===== src/rtl/pio_mem_rd_arb.sv =====
// pio_mem_rd_arb: round-robin arbiter for the application read port of a
// PIO-accessible BRAM. Clients are granted in rotating order and never more than
// once while a read is in flight. Read data is broadcast, and a one-hot req_ack
// tells each client when the data is its own. While a PIO read is pending, a
// starvation guard limits the number of back-to-back app reads to MAX_BURST. It
// then leaves one idle slot so that the PIO read can reach the RAM.
//
// Optional build macro: PIO_MEM_ARB_STATS_EN
//   When it is defined, gap_cnt counts forced gap cycles and saturates at 16'hFFFF.
//   When it is not defined, gap_cnt is tied to zero.
module pio_mem_rd_arb #(
  parameter int NREQ        = 4,
  parameter int DEPTH_NBITS = 10,
  parameter int WIDTH       = 20,
  parameter int MAX_BURST   = 8
) (
  input  logic                        clk,
  input  logic                        rst,
  input  logic [NREQ-1:0]             req_rd,
  input  logic [NREQ*DEPTH_NBITS-1:0] req_raddr,
  output logic [NREQ-1:0]             req_ack,
  output logic [WIDTH-1:0]            req_rdata,
  input  logic                        pio_rd_pend,
  output logic                        app_mem_rd,
  output logic [DEPTH_NBITS-1:0]      app_mem_raddr,
  input  logic                        app_mem_ack,
  input  logic [WIDTH-1:0]            app_mem_rdata,
  output logic [15:0]                 gap_cnt
);

  localparam int IW = (NREQ > 1) ? $clog2(NREQ) : 1;
  localparam int BW = $clog2(MAX_BURST + 1);

  typedef enum logic [0:0] {
    ST_ISSUE = 1'b0,
    ST_GAP   = 1'b1
  } state_t;

  state_t                  state_r;
  state_t                  state_s;
  logic [BW-1:0]           burst_cnt_r;
  logic [BW-1:0]           burst_nxt_s;
  logic                    gap_slot_s;

  logic [IW-1:0]           rr_ptr_r;
  logic [NREQ-1:0]         outstanding_r;
  logic [NREQ-1:0]         outstanding_nxt_s;
  logic [IW-1:0]           tag1_r;
  logic                    tag1_vld_r;
  logic [IW-1:0]           tag2_r;
  logic                    tag2_vld_r;

  logic [NREQ-1:0]         eligible_s;
  logic [2*NREQ-1:0]       elig_dbl_s;
  logic [NREQ-1:0]         elig_rot_s;
  logic                    found_s;
  logic                    grant_s;
  logic [IW-1:0]           winner_s;
  logic [DEPTH_NBITS-1:0]  sel_addr_s;
  logic                    ack_fire_s;

  // A client that has a read in flight cannot compete again until its ack has retired.
  assign eligible_s = req_rd & ~outstanding_r;

  // Rotate the eligibility vector so that bit 0 is the client at rr_ptr.
  assign elig_dbl_s = {eligible_s, eligible_s} >> rr_ptr_r;
  assign elig_rot_s = elig_dbl_s[NREQ-1:0];
  assign found_s    = |elig_rot_s;

  // Priority pick: the lowest set bit of the rotated vector, mapped back to a client index.
  always_comb begin
    winner_s = {IW{1'b0}};
    for (int k = NREQ - 1; k >= 0; k--) begin
      int idx;
      idx = int'(rr_ptr_r) + k;
      idx = (idx >= NREQ) ? (idx - NREQ) : idx;
      winner_s = elig_rot_s[k] ? IW'(idx) : winner_s;
    end
  end

  // Select the address of the winning client.
  always_comb begin
    sel_addr_s = {DEPTH_NBITS{1'b0}};
    for (int i = 0; i < NREQ; i++) begin
      sel_addr_s = (winner_s == IW'(i)) ? req_raddr[i*DEPTH_NBITS +: DEPTH_NBITS] : sel_addr_s;
    end
  end

  // Starvation guard. The slot whose read would exceed MAX_BURST back-to-back reads
  // with a PIO read pending is the gap slot, and no grant is made in it. The
  // following cycle (ST_GAP) sees app_mem_rd=0 on the RAM port.
  always_comb begin
    state_s     = state_r;
    burst_nxt_s = burst_cnt_r;
    gap_slot_s  = 1'b0;
    case (state_r)
      ST_ISSUE: begin
        if (app_mem_rd && pio_rd_pend) begin
          if (burst_cnt_r == BW'(MAX_BURST - 1)) begin
            gap_slot_s  = 1'b1;
            state_s     = ST_GAP;
            burst_nxt_s = {BW{1'b0}};
          end else begin
            burst_nxt_s = burst_cnt_r + BW'(1);
          end
        end else begin
          burst_nxt_s = {BW{1'b0}};
        end
      end
      ST_GAP: begin
        state_s     = ST_ISSUE;
        burst_nxt_s = {BW{1'b0}};
      end
      default: begin
        state_s     = ST_ISSUE;
        burst_nxt_s = {BW{1'b0}};
      end
    endcase
  end

  assign grant_s    = found_s & ~gap_slot_s;
  assign ack_fire_s = app_mem_ack & tag2_vld_r;

  // On a grant, set the winner's outstanding bit. On an ack, clear the bit of the
  // client that was acked. These can never be the same client.
  always_comb begin
    outstanding_nxt_s = outstanding_r;
    for (int i = 0; i < NREQ; i++) begin
      if (grant_s && (winner_s == IW'(i))) begin
        outstanding_nxt_s[i] = 1'b1;
      end else if (ack_fire_s && (tag2_r == IW'(i))) begin
        outstanding_nxt_s[i] = 1'b0;
      end else begin
        outstanding_nxt_s[i] = outstanding_r[i];
      end
    end
  end

  // Decode the ack to a one-hot value. An ack with no valid tag behind it is ignored.
  always_comb begin
    req_ack = {NREQ{1'b0}};
    for (int i = 0; i < NREQ; i++) begin
      req_ack[i] = ack_fire_s & (tag2_r == IW'(i));
    end
  end

  assign req_rdata = app_mem_rdata;

  // Guard FSM state and the counter of back-to-back reads.
  always_ff @(posedge clk) begin
    if (rst) begin
      state_r     <= ST_ISSUE;
      burst_cnt_r <= {BW{1'b0}};
    end else begin
      state_r     <= state_s;
      burst_cnt_r <= burst_nxt_s;
    end
  end

  // Issue stage: the registered RAM strobe and address, the rotating pointer and the tag pipe.
  always_ff @(posedge clk) begin
    if (rst) begin
      app_mem_rd    <= 1'b0;
      app_mem_raddr <= {DEPTH_NBITS{1'b0}};
      rr_ptr_r      <= {IW{1'b0}};
      outstanding_r <= {NREQ{1'b0}};
      tag1_r        <= {IW{1'b0}};
      tag1_vld_r    <= 1'b0;
      tag2_r        <= {IW{1'b0}};
      tag2_vld_r    <= 1'b0;
    end else begin
      app_mem_rd    <= grant_s;
      outstanding_r <= outstanding_nxt_s;
      tag1_r        <= winner_s;
      tag1_vld_r    <= grant_s;
      tag2_r        <= tag1_r;
      tag2_vld_r    <= tag1_vld_r;
      if (grant_s) begin
        app_mem_raddr <= sel_addr_s;
        rr_ptr_r      <= (winner_s == IW'(NREQ - 1)) ? {IW{1'b0}} : (winner_s + IW'(1));
      end
    end
  end

`ifdef PIO_MEM_ARB_STATS_EN
  logic [15:0] gap_cnt_r;

  // Count cycles spent in the gap state. The counter saturates rather than wrapping.
  always_ff @(posedge clk) begin
    if (rst) begin
      gap_cnt_r <= 16'h0000;
    end else if ((state_r == ST_GAP) && (gap_cnt_r != 16'hFFFF)) begin
      gap_cnt_r <= gap_cnt_r + 16'h0001;
    end
  end

  assign gap_cnt = gap_cnt_r;
`else
  assign gap_cnt = 16'h0000;
`endif

endmodule


===== config.mk =====
export PLATFORM = sky130hd
export DESIGN_NAME = pio_mem_rd_arb
export DESIGN_NICKNAME = d
export VERILOG_FILES = /design/src/rtl/pio_mem_rd_arb.sv
export SDC_FILE = /design/constraint.sdc
export NUM_CORES = 1
export LEC_CHECK = 0
export ABC_AREA = 1
export CAP_MARGIN = 20
export CORE_ASPECT_RATIO = 1.25
export CORE_MARGIN = 4
export CORE_UTILIZATION = 38
export CTS_BUF_LIST = sky130_fd_sc_hd__clkbuf_8
export DETAILED_ROUTE_END_ITERATION = 16
export HOLD_SLACK_MARGIN = 0.15
export PLACE_DENSITY_LB_ADDON = 0.12
export REMOVE_ABC_BUFFERS = 1
export SLEW_MARGIN = 20
export SYNTH_ARGS = -nofsm -noshare
export SYNTH_HDL_FRONTEND = slang
export SYNTH_SLANG_ARGS = --single-unit

===== constraint.sdc =====
create_clock -name clk -period 2.4 [get_ports clk]
set_clock_uncertainty 0.15 [all_clocks]
set_input_delay 0.36 -clock clk [delete_from_list [all_inputs] [get_ports clk]]
set_output_delay 0.36 -clock clk [all_outputs]
set_load 0.005 [all_outputs]

==> results of run 1 <==
-- report_power, final --
group	switching [µW]	internal (µW)	total, µW
Sequential	94.2	584	678
Combinational	1550	1420	2970
Clock	158	122	280
-- tightest hold or removal path, stage by stage (launching register included) --
cell	delay, ps
dfxtp_1	320
inv_1	40
nor2_1	30
-- cell families (layout without fill, tap and decap cells) --
kind of cell | Yosys count | count (layout) | share of synthesized area
xor gates and xnor gates | 1 | 1 | 0.004740
buffers and inverters | 68 | 110 | 0.2261
other | 1 | 16 | 0.002029
DFF | 27 | 27 | 0.2925
AOI/OAI and AO/OA | 51 | 51 | 0.1611
adders and majority gates | 5 | 5 | 0.03385
and+or+nand+nor | 118 | 118 | 0.2796
-- through the flow --
step                      setup slack (ps)  power (µW)  TNS (ps)
final                                50.88        3925         0
after CTS                            7.012        3519         0
after global routing                -132.6        4357    -840.6
after global placement              -323.9        3126     -3048
after detailed placement            -345.3        3142     -3241
after floorplan                      56.30        2122         0
-- sequential cells by signal, indices dropped and copies added, names as in the netlist --
register	count
tag1_r	2
rr_ptr_r	2
app_mem_raddr	10
tag2_vld_r	1
burst_cnt_r	4
state_r	1
tag2_r	2
outstanding_r	4
tag1_vld_r	1
-- layer usage --
| layer | up-vias | part of all wire | wire length, µm | GRT usage |
|---|---|---|---|---|
| met4 | 0 | 0.013 | 69 | 0.05575 |
| met1 | 798 | 0.42 | 2208 | 0.2145 |
| met2 | 73 | 0.48 | 2519 | 0.2828 |
| met5 | - | 0 | 0 | 0.04274 |
| li1 | 927 | - | - | - |
| met3 | 8 | 0.089 | 467 | 0.07268 |
-- timing repair --
item | in CTS | in global routing
gates resized for setup | 10 | 46
pin swaps | 2 | 14
cloned | 0 | 0
setup endpoints to repair | 10 | 10
setup buffers | 1 | 5
-- final timing paths --
kind | slack, ps | endpoint | cells after the start | startpoint
worst max register to register | 50 | app_mem_raddr[2] | 20 | rr_ptr_r[0]
worst max-delay path | 50 | app_mem_raddr[2] | 20 | rr_ptr_r[0]
worst min register to register | 270 | tag2_r[0] | 2 | tag1_r[0]
worst min-delay path | 270 | tag2_r[0] | 2 | tag1_r[0]
-- layout by cell type, fill, tap and decap left out, drive strengths merged --
cell type	instances
nand2	83
clkdlybuf4s50	58
dfxtp	27
o21ai	25
inv	23
a21oi	23
buf	22
conb	16
nor2	15
nand3	14
ha	5
nor3	4
dlygate4sd2	4
clkbuf	3
o22ai	2
xnor2	1
o211ai	1
nor3b	1
or2	1
-- area by class of cell --
class,instances,area share
clock inverters,1,0.003330
flip-flops and latches,27,0.2074
multi-input cells,191,0.4058
inverters,22,0.03616
well taps,60,0.02854
repair buffers,84,0.3030
clock buffers,3,0.01570
-- synth_stat cells (all sizes together) --
library cell / count / share of area
buf: 42 / 0.17
nand3: 14 / 0.049
o211ai: 1 / 0.0041
nand2: 83 / 0.18
a21oi: 23 / 0.083
nor2: 15 / 0.033
dfxtp: 27 / 0.29
ha: 5 / 0.034
conb: 1 / 0.0020
nor3: 4 / 0.011
clkbuf: 4 / 0.0081
o21ai: 25 / 0.068
or2: 1 / 0.0034
o22ai: 2 / 0.0068
nor3b: 1 / 0.0041
xnor2: 1 / 0.0047
inv: 22 / 0.046
==> summary.md, run 1 <==
| Metric | Value |
|---|---|
| Yosys warns | `0` |
| Vias | `about 1800` |
| Drt via density | `~4.7` |
| GRT Overall Usage | `0.1777` |
| Hold_ws | `about 270 ps` |
| Max-Cap Viols | `0` |
| Synth cell types | `28` |
| Routability cong. | `~0.85` |
| Worst vdd ir | `around 0.00067 V` |
| PwrDens | `approximately 1500 nW/µm²` |
| # IOs | `119` |
| Initial antenna violation count | `0` |
| Cells after Synth | `271` |
| CTS tree | `yes` |
| Antenna cells | `0` |
| Iteration-0 DRC Markers | `63` |
| Hold_buf cts | `0` |
| Startpoint types | `flip-flop` |
| DRC | `0` |
| CP top delay family | `simple AND/OR/NAND/NOR gates` |
| Cells after DPL | `between 300 and 400` |
| Root Driver | `clkbuf_8` |
| F_max | `~430 MHz` |
| P&R area growth vs syn | `42.32%` |
| Final ANT Viol Nets | `0` |
| Final setup fails | `0` |
| CORE AREA | `between 4000 and 5000 µm²` |
| Finished Core Util | `0.5561` |
| Status | `finished, final reports clean` |
| Worst path arrival time | `around 2400 ps` |
| Port Buffers | `62` |
| Register area share after synthesis | `0.2925` |
| Mapped cell area | `1848 µm²` |
| DIE HEIGHT | `around 86 µm` |
| First-pass GRT wire length | `8535 µm` |
| Fin. Hold Viols | `0` |
| Worst Setup End Kind | `flip-flop` |
| Period utilisation layout | `0.9788` |
| Multi-input logic area | `1067 µm²` |
| GRT overflow | `0` |
| Hold Crit Class | `reg -> reg` |
| Crit path buf inv count | `4` |
| WP data required | `approximately 2500 ps` |
| Slew Limit Fails | `0` |
| Placement-stage cell area | `2427 µm²` |
| Finished Layout Cells | `388` |
| FILL cells | `476` |
| Area occupied by registers | `545.5 µm²` |
| Row cnt | `28` |
| Worst-Skew Late Latency | `280 ps` |
| Leakage | `about 0.0011 µW` |
| Cell mode on critical path | `nand2_2` |
| Initial Util | `0.3907` |
| Critical path cell sequence | `inv_8, nand3_2, nand2_2, nand2_2, nand2_2, nand2_2, o21ai_2, nand3_1, nand2_2, ha_4, inv_4, nor2_4, buf_6, buf_4, nand2_1, nand2_1, o21ai_0, o21ai_1, nand2_1, a21oi_2` |
| Total routed wirelength | `5264 µm` |
| Vias in the first global route | `roughly 1900` |
| Final instance area | `between 2000 and 3000 µm²` |
| Yosys reg bits | `27` |
| Critical Path Max Stage Delay | `approximately 400 ps` |
| Largest net degree at the start of global routing | `18` |
| Clock Tree Buf Depth | `2` |
| Hpwl dp | `4061 µm` |
| CP max-delay cell | `dfxtp_4` |
| Die Area | `slightly above 6000 µm²` |
| H-tree depth | `1` |
| Die Wd | `between 70 and 80 µm` |
| Share of layout cells above drive strength 1 | `0.2470` |
| Wire length per cell after detailed routing | `around 14 µm` |
| RSZ-0062 raised after global routing | `yes` |
| Crit path kind | `reg -> reg` |
| Syn avg cell area | `roughly 6.8 µm²` |
| Pre-antenna DRT Iters | `4` |
| Clk slew on worst S/H paths | `100 ps` |
| Clk sink count | `27` |
| Total CTS buffers | `3` |
| Shortest period the worst path allows | `about 2300 ps` |
| Final nets | `approximately 400` |
| CP Max Fanout | `8` |
Power figures use the tool's default switching activity.
==> inputs of run 2 (changes only) <==
PLACE_DENSITY = 0.95   (was unset)
PLACE_DENSITY_LB_ADDON = unset   (was 0.12)
==> run 2 against run 1 <==
- clock power down 9.3%
- worst setup slack better by 51 ps
- largest cell class unchanged
- critical path type is now in -> out
- die area unchanged
- utilization down 0.21 points
- sequential power down 0.6%
- register-to-register slack better by 90 ps
==> summary.md, run 2 (synthesis results as in run 1) <==
| Metric | Value |
|---|---|
| Final setup fails | `0` |
| CP Max Fanout | `4` |
| DIE HEIGHT | `between 80 and 90 µm` |
| Hold_buf cts | `0` |
| CTS tree | `yes` |
| Final instance area | `between 2000 and 3000 µm²` |
| Worst path arrival time | `around 1800 ps` |
| Die Wd | `approximately 70 µm` |
| Status | `finished, final reports clean` |
| Crit path kind | `in -> out` |
| GRT Overall Usage | `0.1753` |
| Total routed wirelength | `approximately 5400 µm` |
| Routability cong. | `~0.8` |
| Commonest non-fill, non-tap cell in the layout | `nand2_1` |
| First-pass GRT wire length | `8556 µm` |
| P&R area growth vs syn | `41.77%` |
| Worst-Skew Late Latency | `between 200 and 300 ps` |
| Met2 Resource Use GR | `0.3152` |
| Hpwl dp | `4272 µm` |
| Startpoint types | `input port` |
| Share of layout cells above drive strength 1 | `0.2324` |
| Total CTS buffers | `3` |
| RSZ-0062 raised after global routing | `yes` |
| Slew Limit Fails | `0` |
| Worst vdd ir | `~0.0011 V` |
| Die Area | `around 6000 µm²` |
| Vias | `roughly 1900` |
| Vias in the first global route | `between 1500 and 2000` |
| Most frequent cells in the layout | `nand2_1, clkdlybuf4s50_1, dfxtp_1` |
| Regs by FF count | `app_mem_raddr: 10 flops, burst_cnt_r: 4 flops, outstanding_r: 4 flops` |
| Placement-stage cell area | `~2400 µm²` |
| Iteration-0 DRC Markers | `between 100 and 150` |
| Worst Setup End Kind | `output pin` |
| Root Driver | `clkbuf_8` |
| Drt via density | `about 4.8` |
| Hold Crit Class | `reg -> reg` |
| Port Buffers | `62` |
| Met3 global-route usage | `0.06800` |
| Max-Cap Viols | `0` |
| Antenna cells | `0` |
| Clk slew on worst S/H paths | `roughly 90 ps` |
| Initial Util | `0.3907` |
| Row cnt | `28` |
| H-tree depth | `1` |
| Largest net degree at the start of global routing | `22` |
| WP data required | `1890 ps` |
| Post-Route Setup TNS | `0 ps` |
| Fin. Hold Viols | `0` |
| Final ANT Viol Nets | `0` |
| Wire length per cell after detailed routing | `between 10 and 15 µm` |
| DRC | `0` |
| Leakage | `0.001120 µW` |
| Clk sink count | `27` |
| Busiest grt layer | `met2` |
| Clock Tree Buf Depth | `2` |
| F_max | `roughly 440 MHz` |
| Register with the most flip-flops | `app_mem_raddr` |
| PwrDens | `about 1500 nW/µm²` |
| CORE AREA | `roughly 4700 µm²` |
| Period utilisation layout | `0.9576` |
| Initial antenna violation count | `0` |
| Largest register FFs | `10` |
| Met1 GRT Util | `0.1899` |
| Shortest period the worst path allows | `2298 ps` |
| # IOs | `between 100 and 150` |
| Pre-antenna DRT Iters | `4` |
| GRT overflow | `0` |
| Final nets | `between 400 and 500` |
-- run 2: metal layers --
metal / vias up / wire, µm
li1: 923 / -
met1: 850 / 2212
met2: 95 / 2631
met3: 8 / 540
met4: 0 / 59
met5: - / 0
-- run 2: worst paths after layout --
kind	startpoint	to	slack, ps	depth (start not counted)
min reg2reg	tag1_r[1]	tag2_r[1]	260	2
min	tag1_r[1]	tag2_r[1]	260	2
max	app_mem_ack	req_ack[2]	100	4
max reg2reg	rr_ptr_r[0]	app_mem_raddr[2]	140	14
-- run 2: timing repair --
item                                    CTS  global route
endpoints found under the setup margin   10            10
pin swaps                                 5            14
resized for setup                        16            45
buffers inserted                          2             3
cloned                                    1             0
-- run 2: critical path, cell delays in order --
cell and delay [ps]:
clkdlybuf4s50_1 460, nand2_1 90, nor3_1 310, clkdlybuf4s50_1 570
-- run 2: stage by stage --
step	utilization	std cells	hold slack (ps)	worst slack, ps	power [µW]
finish	0.5540	387	262.3	101.7	3931
global route	0.5540	387	270.2	-92.84	4310
CTS	0.5265	384	259.1	18.07	3521
detailed placement	0.5085	377	247.2	-419.5	3091
global placement	0.5085	377	247.9	-352.5	2995
floorplan	-	240	238.3	56.30	2122
-- run 2: cell type report --
type	instances	area [µm²]
fill	442	2110
multi-input combinational	191	1057
timing repair buffer	83	809.5
sequential	27	545.5
inverter	22	87.58
tap	60	75.07
clock buffer	3	41.29
clock inverter	1	3.754
-- run 2: power breakdown --
group          total [µW]  internal (µW)  switching (µW)
registers             674            584            90.4
logic                3000           1430            1570
clock network         254            115             140
total                3930           2130            1800
